`src/rtl/maple_pkg.sv`:
```
// Shared definitions for the Maple transaction sequencer: FSM state codes
// and the 2-bit completion status codes decoded by the register file.
package maple_pkg;

   localparam int unsigned STATE_W  = 3;
   localparam int unsigned STATUS_W = 2;

   typedef logic [STATE_W-1:0]  state_t;
   typedef logic [STATUS_W-1:0] status_t;

   localparam state_t S_IDLE    = 3'd0;
   localparam state_t S_SETTLE  = 3'd1;
   localparam state_t S_TX_ARM  = 3'd2;
   localparam state_t S_TX_RUN  = 3'd3;
   localparam state_t S_RX_WAIT = 3'd4;
   localparam state_t S_RX_DATA = 3'd5;
   localparam state_t S_FINISH  = 3'd6;

   localparam status_t ST_OK      = 2'b00;
   localparam status_t ST_TIMEOUT = 2'b01;
   localparam status_t ST_TXFAULT = 2'b10;
   localparam status_t ST_ABORT   = 2'b11;

endpackage

```
`src/rtl/maple_tick_timer.sv`:
```
// Loadable tick-enabled down-counter.
// Ports: clk/rst (sync, active-high), load_i/load_val_i load the count,
// en_i gates counting, tick_i is the divider strobe, expired_c_o is high
// when a tick arrives while enabled and the count is already zero.
module maple_tick_timer #(
   parameter int unsigned W = 16
) (
   input  logic         clk,
   input  logic         rst,
   input  logic         load_i,
   input  logic [W-1:0] load_val_i,
   input  logic         en_i,
   input  logic         tick_i,
   output logic         expired_c_o
);

   logic [W-1:0] count_q, count_d;
   logic         zero;

   assign zero        = (count_q == '0);
   // A load of N therefore expires on the (N+1)-th enabled tick.
   assign expired_c_o = en_i && tick_i && zero;

   // Load wins over counting; the count saturates at zero.
   always_comb begin
      count_d = count_q;
      if (load_i) begin
         count_d = load_val_i;
      end else if (en_i && tick_i && !zero) begin
         count_d = count_q - W'(1);
      end
   end

   always_ff @(posedge clk) begin
      if (rst) begin
         count_q <= '0;
      end else begin
         count_q <= count_d;
      end
   end

endmodule

```
`src/rtl/maple_txn_seq.sv`:
```
// Maple bus transaction sequencer: selects a port, fires START/END to the
// output controller, optionally arms the receiver and waits for the reply
// under a tick-based timeout, then reports done plus a 2-bit status.
// Ports: clk/rst (sync, active-high); tick divider strobe; cmd_* command
// handshake; abort level cancel; port_select to the port mux;
// out_trigger_* / in_trigger_* one-cycle pulses; maple_oe and
// in_*_detected status from the controllers; busy, done, status.
module maple_txn_seq
   import maple_pkg::*;
#(
   parameter int unsigned SETTLE_TICKS   = 4,
   parameter int unsigned TX_GUARD_TICKS = 16,
   parameter int unsigned TO_W           = 16
) (
   input  logic            clk,
   input  logic            rst,
   input  logic            tick,
   input  logic            cmd_valid,
   output logic            cmd_ready,
   input  logic [1:0]      cmd_port,
   input  logic            cmd_rx,
   input  logic [TO_W-1:0] cmd_timeout,
   input  logic            abort,
   output logic [1:0]      port_select,
   output logic            out_trigger_start,
   output logic            out_trigger_end,
   input  logic            maple_oe,
   output logic            in_trigger_start,
   output logic            in_trigger_end,
   input  logic            in_start_detected,
   input  logic            in_end_detected,
   output logic            busy,
   output logic            done,
   output logic [1:0]      status
);

   localparam int unsigned SET_W = (SETTLE_TICKS > 1) ? $clog2(SETTLE_TICKS) : 1;
   localparam int unsigned GRD_W = (TX_GUARD_TICKS > 1) ? $clog2(TX_GUARD_TICKS) : 1;
   localparam logic [SET_W-1:0] SET_LOAD = SET_W'(SETTLE_TICKS - 1);
   localparam logic [GRD_W-1:0] GRD_LOAD = GRD_W'(TX_GUARD_TICKS - 1);

   state_t          state_q, state_d;
   logic [1:0]      port_q, port_d;
   logic            rx_q, rx_d;
   logic [TO_W-1:0] to_q, to_d;
   logic            abort_q, abort_d;
   logic            fired_q, fired_d;
   status_t         status_q, status_d;
   logic            done_q, done_d;
   logic            otrig_q, otrig_d;
   logic            itrs_q, itrs_d;
   logic            itre_q, itre_d;
   logic            busy_q, busy_d;
   logic            ready_q, ready_d;

   logic set_load, grd_load, rep_load;
   logic set_en, grd_en, rep_en;
   logic set_exp_c, grd_exp_c, rep_exp_c;
   logic abort_any;

   // Guard counts only once the START/END pulse has gone out.
   assign set_en    = (state_q == S_SETTLE);
   assign grd_en    = (state_q == S_TX_ARM) && fired_q;
   assign rep_en    = (state_q == S_RX_WAIT) || (state_q == S_RX_DATA);
   assign abort_any = abort || abort_q;

   maple_tick_timer #(.W(SET_W)) u_settle (
      .clk(clk), .rst(rst), .load_i(set_load), .load_val_i(SET_LOAD),
      .en_i(set_en), .tick_i(tick), .expired_c_o(set_exp_c)
   );

   maple_tick_timer #(.W(GRD_W)) u_guard (
      .clk(clk), .rst(rst), .load_i(grd_load), .load_val_i(GRD_LOAD),
      .en_i(grd_en), .tick_i(tick), .expired_c_o(grd_exp_c)
   );

   // Shared by RX_WAIT and RX_DATA so it bounds the whole reply.
   maple_tick_timer #(.W(TO_W)) u_reply (
      .clk(clk), .rst(rst), .load_i(rep_load), .load_val_i(to_q),
      .en_i(rep_en), .tick_i(tick), .expired_c_o(rep_exp_c)
   );

   // Next-state and registered-output logic.
   always_comb begin
      state_d  = state_q;
      port_d   = port_q;
      rx_d     = rx_q;
      to_d     = to_q;
      abort_d  = abort_q;
      fired_d  = fired_q;
      status_d = status_q;
      otrig_d  = 1'b0;
      itrs_d   = 1'b0;
      itre_d   = 1'b0;
      set_load = 1'b0;
      grd_load = 1'b0;
      rep_load = 1'b0;

      case (state_q)
         S_IDLE: begin
            if (cmd_valid) begin
               port_d   = cmd_port;
               rx_d     = cmd_rx;
               to_d     = cmd_timeout;
               abort_d  = 1'b0;
               fired_d  = 1'b0;
               status_d = ST_OK;
               set_load = 1'b1;
               state_d  = (cmd_port == port_q) ? S_TX_ARM : S_SETTLE;
            end
         end
         S_SETTLE: begin
            if (abort) begin
               status_d = ST_ABORT;
               state_d  = S_FINISH;
            end else if (set_exp_c) begin
               state_d = S_TX_ARM;
            end
         end
         S_TX_ARM: begin
            // A frame is never cut: abort is only remembered here.
            if (abort) begin
               abort_d = 1'b1;
            end
            if (!fired_q) begin
               otrig_d  = 1'b1;
               fired_d  = 1'b1;
               grd_load = 1'b1;
            end else if (maple_oe) begin
               state_d = S_TX_RUN;
            end else if (grd_exp_c) begin
               status_d = abort_any ? ST_ABORT : ST_TXFAULT;
               state_d  = S_FINISH;
            end
         end
         S_TX_RUN: begin
            if (abort) begin
               abort_d = 1'b1;
            end
            if (!maple_oe) begin
               if (abort_any) begin
                  status_d = ST_ABORT;
                  state_d  = S_FINISH;
               end else if (rx_q) begin
                  itrs_d   = 1'b1;
                  rep_load = 1'b1;
                  state_d  = S_RX_WAIT;
               end else begin
                  status_d = ST_OK;
                  state_d  = S_FINISH;
               end
            end
         end
         S_RX_WAIT: begin
            if (abort) begin
               itre_d   = 1'b1;
               status_d = ST_ABORT;
               state_d  = S_FINISH;
            end else if (in_start_detected) begin
               state_d = S_RX_DATA;
            end else if (rep_exp_c) begin
               itre_d   = 1'b1;
               status_d = ST_TIMEOUT;
               state_d  = S_FINISH;
            end
         end
         S_RX_DATA: begin
            // A completed reply beats both abort and timeout.
            if (in_end_detected) begin
               status_d = ST_OK;
               state_d  = S_FINISH;
            end else if (abort) begin
               itre_d   = 1'b1;
               status_d = ST_ABORT;
               state_d  = S_FINISH;
            end else if (rep_exp_c) begin
               itre_d   = 1'b1;
               status_d = ST_TIMEOUT;
               state_d  = S_FINISH;
            end
         end
         S_FINISH: begin
            state_d = S_IDLE;
         end
         default: begin
            state_d = S_IDLE;
         end
      endcase

      done_d  = (state_d == S_FINISH);
      busy_d  = (state_d != S_IDLE);
      ready_d = (state_d == S_IDLE);
   end

   // State and output registers.
   always_ff @(posedge clk) begin
      if (rst) begin
         state_q  <= S_IDLE;
         port_q   <= 2'd0;
         rx_q     <= 1'b0;
         to_q     <= '0;
         abort_q  <= 1'b0;
         fired_q  <= 1'b0;
         status_q <= ST_OK;
         done_q   <= 1'b0;
         otrig_q  <= 1'b0;
         itrs_q   <= 1'b0;
         itre_q   <= 1'b0;
         busy_q   <= 1'b0;
         ready_q  <= 1'b1;
      end else begin
         state_q  <= state_d;
         port_q   <= port_d;
         rx_q     <= rx_d;
         to_q     <= to_d;
         abort_q  <= abort_d;
         fired_q  <= fired_d;
         status_q <= status_d;
         done_q   <= done_d;
         otrig_q  <= otrig_d;
         itrs_q   <= itrs_d;
         itre_q   <= itre_d;
         busy_q   <= busy_d;
         ready_q  <= ready_d;
      end
   end

   assign cmd_ready         = ready_q;
   assign busy              = busy_q;
   assign done              = done_q;
   assign status            = status_q;
   assign port_select       = port_q;
   assign out_trigger_start = otrig_q;
   assign out_trigger_end   = otrig_q;
   assign in_trigger_start  = itrs_q;
   assign in_trigger_end    = itre_q;

endmodule

```
`config.mk`:
```
export PLATFORM = sky130hd
export DESIGN_NAME = maple_txn_seq
export DESIGN_NICKNAME = d
export VERILOG_FILES = /design/src/rtl/maple_pkg.sv /design/src/rtl/maple_tick_timer.sv /design/src/rtl/maple_txn_seq.sv
export SDC_FILE = /design/constraint.sdc
export NUM_CORES = 1
export LEC_CHECK = 0
export CORE_MARGIN = 3
export CORE_UTILIZATION = 30
export DETAILED_ROUTE_END_ITERATION = 10
export PLACE_DENSITY = 0.49
export SLEW_MARGIN = 10
export SYNTH_ARGS = -nofsm -noshare
export SYNTH_HDL_FRONTEND = slang
export SYNTH_SLANG_ARGS = --single-unit
```
`constraint.sdc`:
```
create_clock -name clk -period 5.6 [get_ports clk]
set_input_delay 1.68 -clock clk [delete_from_list [all_inputs] [get_ports clk]]
set_output_delay 1.68 -clock clk [all_outputs]
set_load 0.005 [all_outputs]
```
==> results_dict.tcl <==
set metrics [dict create \
    fin_skew_ns 0.00808 \
    routed-via-count 2381 \
    dp_cells 461 \
    clkSinkCount 54 \
    rsz0062_at_grt "no" \
    clock_latency_ns 0.30 \
    p_int_uw 659 \
    r2r-end "busy$_SDFF_PP0_" \
    cts_max_level 2 \
    r2r_slack_ns 3.06 \
    fp.dieH_um 102 \
    crit_slowest_cell "or4b_1" \
    ant_nets 0 \
    hold_viol 0 \
    synthArstFlopShare 0 \
    synth_top_cell_area_share 0.391 \
    synth-warning-count 0 \
    cpPeakStageDelay_ns 0.88 \
    ctsHoldBuffers 0 \
    syn2layout_area_growth_pct 17.4 \
    via_per_inst 5.09 \
    synth_top_family_by_area "simple AND/OR/NAND/NOR gates" \
    drt-total-wl_um 6470 \
    yosysUniqueCellTypes 63 \
    grt_pass1_wl_um 10900 \
    worst_pin_slew_ns 0.930 \
    antenna_found_initial 0 \
    finalSetupViolCount 0 \
    antenna-diode-count 0 \
    final_cells 468 \
    p_sw_frac 0.340 \
    crit_chain "clkdlybuf4s50_1, or4b_1, a31oi_1, a21oi_1, o211ai_1, and3b_1" \
    synthMuxAreaShare 0.0240 \
    p_sw_uw 340 \
    nets 392 \
    rr_worst_depth 5 \
    worstPathMaxFanout 24 \
    worstHoldPathCells 2 \
    timing.rr.start "state_q[2]$_SDFF_PP0_" \
    gr-total-overflow 0 \
    rows 34 \
    crit_type "input port to flip-flop" \
    cts_root_buffer "clkbuf_8" \
    synthSimpleGateAreaFrac 0.264 \
    boundaryPins 38 \
    cts.clk_slew.worst_paths_ns 0.09 \
    dieArea_um2 10400 \
    synth_edf_count 0 \
    hp-start "to_q[13]$_SDFFE_PP0P_" \
    cts_made_buffers 5 \
    fmax_ghz 0.268 \
    firstDrtPassIters 4 \
    place_hpwl_um 4490 \
    numPortBuffers 37 \
    maxSlewHeadroom 0.380 \
    worstPathRequired_ns 5.80 \
    p_clk_frac 0.211 \
    post_drt_wl_per_cell_um 13.8 \
    fin_tns_setup_ns 0 \
    synth_xor_area_frac 0.0254 \
    layout-drive-gt1-share 0.0694 \
    coreArea_um2 8850 \
    cts_tree "done" \
    cts_setup_buffers 0 \
    min_path_type "flip-flop to flip-flop" \
    irDropWorstVdd_mv 0.103 \
    synth.net_count 369 \
    worst_setup_path_end_kind "flip-flop" \
    grt_max_degree 51 \
    drt-initial-drc-count 144 \
    initial_core_util 0.312 \
    finalCritPeriodShare 0.668 \
    power_frac_seq 0.495 \
    syn_inst 337 \
    track_usage 0.130 \
    powerDensity_nw_per_um2 308 \
    synth_area_um2 2760 \
    gp_congestion 0.818 \
    cp_data_arrival_time_ns 3.94 \
    p_leak_nw 1.09 \
    cts_resized 0 \
    drcViolationCount 0 \
    fin_util 0.367 \
    seq_area_frac_synth 0.391 \
    synth_largest_area_cell "dfxtp_1" \
    comb_power_share 0.294 \
    cp_num_buf_inv 1 \
    path_delay_family "simple AND/OR/NAND/NOR gates" \
    ys.flop_type "dfxtp_1" \
    fin_crit_ns 3.74 \
    synth-adder-area-share 0.0226 \
    drv_cap 0 \
    outcome "completed" \
    drv_slew 0 \
    min_to "u_reply.count_q[13]$_SDFFE_PP0P_" \
    grt_pass1_vias 2237 \
    synth-seq-cells 54 \
    clock_path_buffers 2 \
    syn_area_per_cell_um2 8.20 \
    die_x_um 102 \
    synth_compound_area_frac 0.222 \
    cp-start-kind "input port" \
    synth_area_leaders "dfxtp_1, a21oi_1, nand2_1" \
]
==> worst max path at each step <==
stage	from	end	slack (ns)	cells past startpoint
floorplan	abort	u_reply.count_q[5]$_SDFFE_PP0P_	2.61	7
global placement	cmd_valid	done$_SDFF_PP0_	1.63	6
detailed placement	cmd_valid	done$_SDFF_PP0_	1.52	6
CTS	cmd_valid	done$_SDFF_PP0_	1.86	6
global route	cmd_valid	done$_SDFF_PP0_	1.71	6
finish	cmd_valid	done$_SDFF_PP0_	1.86	6
==> worst register-to-register path, cell delays in order, from the launching register on <==
cell and delay, ns:
dfxtp_1 0.81, or4b_1 0.81, a31oi_1 0.13, a21oi_1 0.20
o211ai_1 0.18, o31a_1 0.32
==> placed cells by master (no fill, tap or decap), types with 2 or more instances in the layout <==
| cell | count |
|---|---|
| clkdlybuf4s50_1 | 36 |
| dfxtp_1 | 54 |
| nor4_1 | 2 |
| nand3_1 | 10 |
| nor3_4 | 2 |
| o211ai_1 | 7 |
| clkinv_2 | 2 |
| xnor2_1 | 5 |
| o31a_1 | 2 |
| nor2_1 | 18 |
| or2_2 | 2 |
| a21oi_1 | 47 |
| and2_1 | 3 |
| inv_1 | 9 |
| mux2_2 | 5 |
| or3_1 | 5 |
| nor3_1 | 6 |
| nand4_1 | 3 |
| and3_1 | 3 |
| a21o_1 | 2 |
| a211oi_1 | 4 |
| a211o_1 | 3 |
| o31ai_1 | 2 |
| xor2_1 | 3 |
| o21ai_0 | 8 |
| ha_1 | 5 |
| a31oi_1 | 6 |
| a2bb2oi_1 | 2 |
| nand2_1 | 58 |
| nand2b_1 | 5 |
| a22oi_1 | 4 |
| nand4b_1 | 2 |
| clkbuf_8 | 5 |
==> power by group through the flow <==
stage	Sequential [mW]	Clock [mW]	Combinational [mW]
2_1_floorplan	0.472	0	0.233
3_3_place_gp	0.504	0	0.296
3_5_place_dp	0.504	0	0.298
4_1_cts	0.495	0.221	0.299
5_1_grt	0.505	0.233	0.336
6_report	0.495	0.210	0.294
==> cell usage after synthesis (all sizes together) (2+ instances only) <==
library cell	n
nand2	58
dfxtp	54
a21oi	47
nor2	19
buf	13
nand3	11
clkbuf	9
inv	9
nor3	9
o21ai	9
o211ai	7
a31oi	6
ha	5
mux2	5
nand2b	5
or3	5
xnor2	5
a211oi	4
a22oi	4
nand4	4
a211o	3
and2	3
and3	3
xor2	3
a21o	2
a2bb2oi	2
and3b	2
nand4b	2
nor4	2
nor4b	2
o31a	2
o31ai	2
or2	2
==> state kept, by name (all words and copies together), names as in the netlist <==
signal / cells
to_q: 16
u_reply.count_q: 16
u_guard.count_q: 4
state_q: 3
port_select: 2
status: 2
u_settle.count_q: 2
abort_q: 1
busy: 1
cmd_ready: 1
done: 1
fired_q: 1
in_trigger_end: 1
in_trigger_start: 1
out_trigger_end: 1
rx_q: 1
==> metrics by stage <==
step                      hold WS [ns]  cell area (um2)  total power, mW  setup slack [ns]
after floorplan                  0.432             2760            0.705              2.61
after global placement           0.443             3160            0.799              1.63
after detailed placement         0.446             3160            0.801              1.52
after CTS                        0.461             3240             1.02              1.86
after global routing             0.480             3240             1.07              1.71
final                            0.457             3240            0.999              1.86
==> area by class of cell <==
class | instances | area, um2
clock buffers | 5 | 68.8
repair buffers | 38 | 373
inverters | 9 | 33.8
fillers | 954 | 5610
clock inverters | 2 | 10.0
multi-input cells | 252 | 1540
flip-flops and latches | 54 | 1080
well taps | 108 | 135
==> kinds of logic (layout without fill, tap and decap cells) <==
kind of cell / after synthesis / in the layout
simple gates: 135 / 135
compound gates: 98 / 98
flops: 54 / 54
buf+inv: 31 / 54
xor+xnor: 8 / 8
mux: 6 / 6
fa+ha+maj: 5 / 5
==> metal layers <==
metal	share of wire	vias up	GRT usage
met3	0.041	4	0.0232
li1	-	1252	-
met4	0.0079	0	0.0313
met5	0	-	0
met1	0.52	1077	0.195
met2	0.43	48	0.193
(Power assumes the default switching activity.)
